--- src/rtl/serial_frame_tx.sv ---
// Framed parallel-to-serial transmitter: start bit (0), WIDTH data bits LSB first, stop bit (1).
// Latency: start bit appears the cycle after an accepting edge; frame lasts (WIDTH+2)*CLKS_PER_BIT cycles.
// Backpressure: ready is low for the whole frame; a load while busy is dropped, never queued.
//
// Ports:
//   clk, rst      - single clock, synchronous active-high reset
//   data_in, load - word to send and its request; accepted when ready=1
//   ready, busy   - ready=1 only in IDLE; busy is its complement
//   sout          - serial line, idles high
//   done          - one-cycle pulse on the first IDLE cycle after a stop bit
module serial_frame_tx #(
  parameter int WIDTH        = 8,
  parameter int CLKS_PER_BIT = 4
) (
  input  logic             clk,
  input  logic             rst,
  input  logic [WIDTH-1:0] data_in,
  input  logic             load,
  output logic             ready,
  output logic             sout,
  output logic             busy,
  output logic             done
);

  localparam int CW = (CLKS_PER_BIT > 1) ? $clog2(CLKS_PER_BIT) : 1;
  localparam int BW = (WIDTH > 1) ? $clog2(WIDTH) : 1;
  localparam logic [CW-1:0] CYC_LAST = CW'(CLKS_PER_BIT - 1);
  localparam logic [BW-1:0] BIT_LAST = BW'(WIDTH - 1);

  typedef enum logic [1:0] {
    IDLE  = 2'd0,
    START = 2'd1,
    DATA  = 2'd2,
    STOP  = 2'd3
  } state_t;

  state_t           state;
  logic [CW-1:0]    cyc_cnt;
  logic [BW-1:0]    bit_cnt;
  logic [WIDTH-1:0] shift_reg;
  logic             next_bit;
  logic             bit_end;

  // The bit driven after a shift is shift_reg[1]; a 1-bit word has no such bit.
  generate
    if (WIDTH > 1) begin : g_next_wide
      assign next_bit = shift_reg[1];
    end else begin : g_next_narrow
      assign next_bit = 1'b0;
    end
  endgenerate

  assign bit_end = (cyc_cnt == CYC_LAST);

  always_ff @(posedge clk) begin
    if (rst) begin
      state     <= IDLE;
      sout      <= 1'b1;
      ready     <= 1'b1;
      busy      <= 1'b0;
      done      <= 1'b0;
      cyc_cnt   <= '0;
      bit_cnt   <= '0;
      shift_reg <= '0;
    end else begin
      done <= 1'b0;
      case (state)
        IDLE: begin
          sout <= 1'b1;
          if (load) begin
            shift_reg <= data_in;
            state     <= START;
            sout      <= 1'b0;
            cyc_cnt   <= '0;
            bit_cnt   <= '0;
            ready     <= 1'b0;
            busy      <= 1'b1;
          end
        end

        START: begin
          if (bit_end) begin
            cyc_cnt <= '0;
            bit_cnt <= '0;
            state   <= DATA;
            sout    <= shift_reg[0];
          end else begin
            cyc_cnt <= cyc_cnt + 1'b1;
          end
        end

        DATA: begin
          if (bit_end) begin
            cyc_cnt   <= '0;
            shift_reg <= shift_reg >> 1;
            if (bit_cnt == BIT_LAST) begin
              state <= STOP;
              sout  <= 1'b1;
            end else begin
              bit_cnt <= bit_cnt + 1'b1;
              sout    <= next_bit;
            end
          end else begin
            cyc_cnt <= cyc_cnt + 1'b1;
          end
        end

        STOP: begin
          if (bit_end) begin
            cyc_cnt <= '0;
            bit_cnt <= '0;
            state   <= IDLE;
            ready   <= 1'b1;
            busy    <= 1'b0;
            done    <= 1'b1;
          end else begin
            cyc_cnt <= cyc_cnt + 1'b1;
          end
        end

        default: begin
          state <= IDLE;
          sout  <= 1'b1;
          ready <= 1'b1;
          busy  <= 1'b0;
        end
      endcase
    end
  end

endmodule

--- config.mk ---
export PLATFORM = sky130hd
export DESIGN_NAME = serial_frame_tx
export DESIGN_NICKNAME = d
export VERILOG_FILES = /design/src/rtl/serial_frame_tx.sv
export SDC_FILE = /design/constraint.sdc
export NUM_CORES = 1
export LEC_CHECK = 0
export ABC_AREA = 1
export ABC_CLOCK_PERIOD_IN_PS = 1600
export BUFFER_PORTS_ARGS = -buffer_cell sky130_fd_sc_hd__buf_2
export CORE_ASPECT_RATIO = 0.75
export CORE_MARGIN = 10
export CORE_UTILIZATION = 41
export DETAILED_ROUTE_END_ITERATION = 6
export HOLD_SLACK_MARGIN = 0.06
export PLACE_DENSITY = 0.67
export RECOVER_POWER = 25
export REMOVE_ABC_BUFFERS = 1
export SLEW_MARGIN = 20
export SYNTH_ARGS = -nofsm -noshare
export SYNTH_HDL_FRONTEND = slang
export SYNTH_SLANG_ARGS = --single-unit
--- constraint.sdc ---
create_clock -name clk -period 1.6 [get_ports clk]
set_input_delay 0.08 -clock clk [delete_from_list [all_inputs] [get_ports clk]]
set_output_delay 0.08 -clock clk [all_outputs]
set_load 0.02 [all_outputs]
==> results.md <==
* Outcome: finished, final reports clean
* Vias per cell at 4.83
* Number of CTS-inserted buffers at 3
* Worst path buffer plus inverter count at 1
* Mux share of post-synthesis cell area at 0
* Post-synthesis compound-gate area fraction at 0.0862
* CTS root buf: clkbuf_4
* IO Count at 15
* Number of synthesis warnings at 0
* Setup_tns at 0 ns
* Crit end category: flip-flop
* Worst-margin pin slew at 0.273 ns
* Slew headroom at 0.819
* Synth Area in Adders at 0.105
* Buffers on Ports at 14
* First-pass DRT Iterations at 4
* Critical path class: flip-flop to flip-flop
* Slowest CP cell: dfxtp_1
* Final setup fails at 0
* H-tree depth at 1
* Crit-path cells: inv_1 > ha_1 > nand2_4 > nand2_2 > nor2_2 > nand2_1 > nand2_1 > nor2_1
* Largest net degree at the start of global routing at 14
* Critical Path RT at 1.80 ns
* Sw power at 0.000962 W
* Hold Vio Cnt, Final at 0
* Switching portion of total power at 0.463
* Post-Synthesis Cells at 158
* Clk buf depth at 2
* XOR/XNOR share of the synthesized area at 0
* Die area at 5090 um2
* Post-route clock period utilization at 0.921
* Tmin final at 1.47 ns
* Worst vdd ir at 702 uV
* Internal at 0.00112 W
* ANT cells at 0
* Startpoint types: flip-flop
* Critical path's most frequent cell: nand2_1
* Combinational share of power at 0.523
* Sink Count at 19
* Yosys cell types at 19
* Mapped Avg Cell Area at 6.79 um2
* Post-CTS Setup Inserts at 0
* Data arrival time of the worst path at 1.67 ns
* Post-synthesis simple-gate area fraction at 0.373
* # Max-Cap Violations at 0
* Max Slew Vio Count at 0
* Final #Nets at 197
* Hold Path Class: primary input to flip-flop
* Flop2flop setup slack at 0.13 ns
* Unrepaired setup endpoints after global routing: false
* Synth Cell Area at 1070 um2
* First-pass GRT wire length at 4.27 mm
* Power density over cell area at 1680 nW/um2
* Seq/Total Area, Yosys at 0.354
* DR WL/cell at 11.5 um
* DPL Wire Length at 1.95 mm
* LEAKAGE at 0.620 nW
* Layout cells sized above 1 at 0.188
* ANT nets after route at 0
* CTS tree: yes
* Clock skew at 0.0140 ns
* Die width at 79.1 um
* Synth-to-layout area growth at 15.3%
* Total GRT Usage at 0.102
* 1st-iter DRT viols at 50
* GP Congestion at 0.882
* Largest family of logic cells by synthesized area: simple AND/OR/NAND/NOR gates
* Yosys reg bits at 19
* FMAX at 678 MHz
* Std-Cell Rows at 15
* Max incr delay on CP at 0.42 ns
* Worst Path Max Fanout at 7
* Largest register FFs at 8
* WL final at 2.42 mm
* Part of the power in registers at 0.359
* Clock power share at 0.118
* Initial Utilization at 0.447
* Drt drc at 0
* Core area at 2400 um2
* Worst skew pair latency at 0.30 ns
* Vias at 1014
* Vias in the first global route at 975
* Core Util, Final at 0.515
* Grt ovf at 0
* Clk slew on worst S/H paths at 0.10 ns
* Die Ht at 64.3 um
* Antenna violations before repair at 0
* Family with the most delay on the worst path: simple AND/OR/NAND/NOR gates
[repair_timing]
item / in CTS / in global routing
hold buffers: 1 / 0
endpoints found under the hold margin: 1 / 0
setup endpoints to repair: 0 / 7
resized for setup: 0 / 6
[worst reg2reg max path: cells and delay by family (launching register included)]
kind,cells,cell delay (ns)
flops,1,0.42
fa+ha+maj,1,0.28
simple gates,6,0.57
buf+inv,1,0.11
[Yosys cell counts (all sizes together)]
| master | instances | share of area |
|---|---|---|
| inv | 21 | 0.073 |
| nor2 | 12 | 0.059 |
| nand3 | 11 | 0.061 |
| a211oi | 1 | 0.0070 |
| o21ai | 3 | 0.014 |
| nand2 | 63 | 0.24 |
| nand4 | 2 | 0.012 |
| nor3 | 1 | 0.0047 |
| ha | 9 | 0.10 |
| clkbuf | 1 | 0.0035 |
| buf | 1 | 0.0047 |
| a21oi | 14 | 0.065 |
| dfxtp | 19 | 0.35 |
[power groups by stage]
stage / Combinational [W] / Sequential (W) / Clock (W)
6_report: 0.00109 / 0.000747 / 0.000246
5_1_grt: 0.00124 / 0.000765 / 0.000273
4_1_cts: 0.00105 / 0.000744 / 0.000259
3_5_place_dp: 0.00105 / 0.000755 / 0
3_3_place_gp: 0.00104 / 0.000745 / 0
2_1_floorplan: 0.000783 / 0.000768 / 0
[metal layers]
layer	routed length, um	vias to the layer above	global-route usage
li1	-	533	-
met5	0	-	0
met3	147	4	0.0475
met1	1140	454	0.129
met4	31	0	0.0268
met2	1110	23	0.152
[cells by family (layout without fill, tap and decap cells)]
family / after synthesis / in the layout
AOI/OAI and AO/OA: 18 / 18
adders and majority gates: 9 / 9
buffers and inverters: 23 / 41
DFF: 19 / 19
and+or+nand+nor: 89 / 89
[cells in the final DEF, fill, tap and decap left out, drive strengths merged]
cell type,instances
nand2,63
inv,21
dfxtp,19
a21oi,14
nor2,12
buf,11
nand3,11
ha,9
clkbuf,8
o21ai,3
nand4,2
a211oi,1
nor3,1
dlygate4sd3,1
[worst paths after layout]
| check | cells after the start | from | endpoint |
|---|---|---|---|
| max | 8 | state[0]$_SDFFE_PP0P_ | state[1]$_SDFFE_PP0P_ |
| min | 3 | load | busy$_SDFFE_PP0P_ |
| max reg2reg | 8 | state[0]$_SDFFE_PP0P_ | state[1]$_SDFFE_PP0P_ |
| min reg2reg | 2 | busy$_SDFFE_PP0P_ | busy$_SDFFE_PP0P_ |
[per-stage QoR]
stage	instances	worst slack [ns]	hold slack (ns)	total power, W	area [um2]
after global placement	205	0.139	0.349	0.00178	1180
after global routing	210	0.00998	0.0988	0.00228	1240
after detailed placement	205	0.0735	0.348	0.00180	1180
after CTS	210	0.0607	0.0740	0.00206	1220
final	210	0.126	0.0988	0.00208	1240
after floorplan	156	0.225	0.149	0.00155	1060
[layout make-up]
type	instances	area (um2)
flip-flops and latches	19	382
multi-input cells	116	626
well taps	34	42.5
clock buffers	4	26.3
repair buffers	16	82.6
fillers	267	1160
inverters	21	78.8
(Power assumes the default switching activity.)
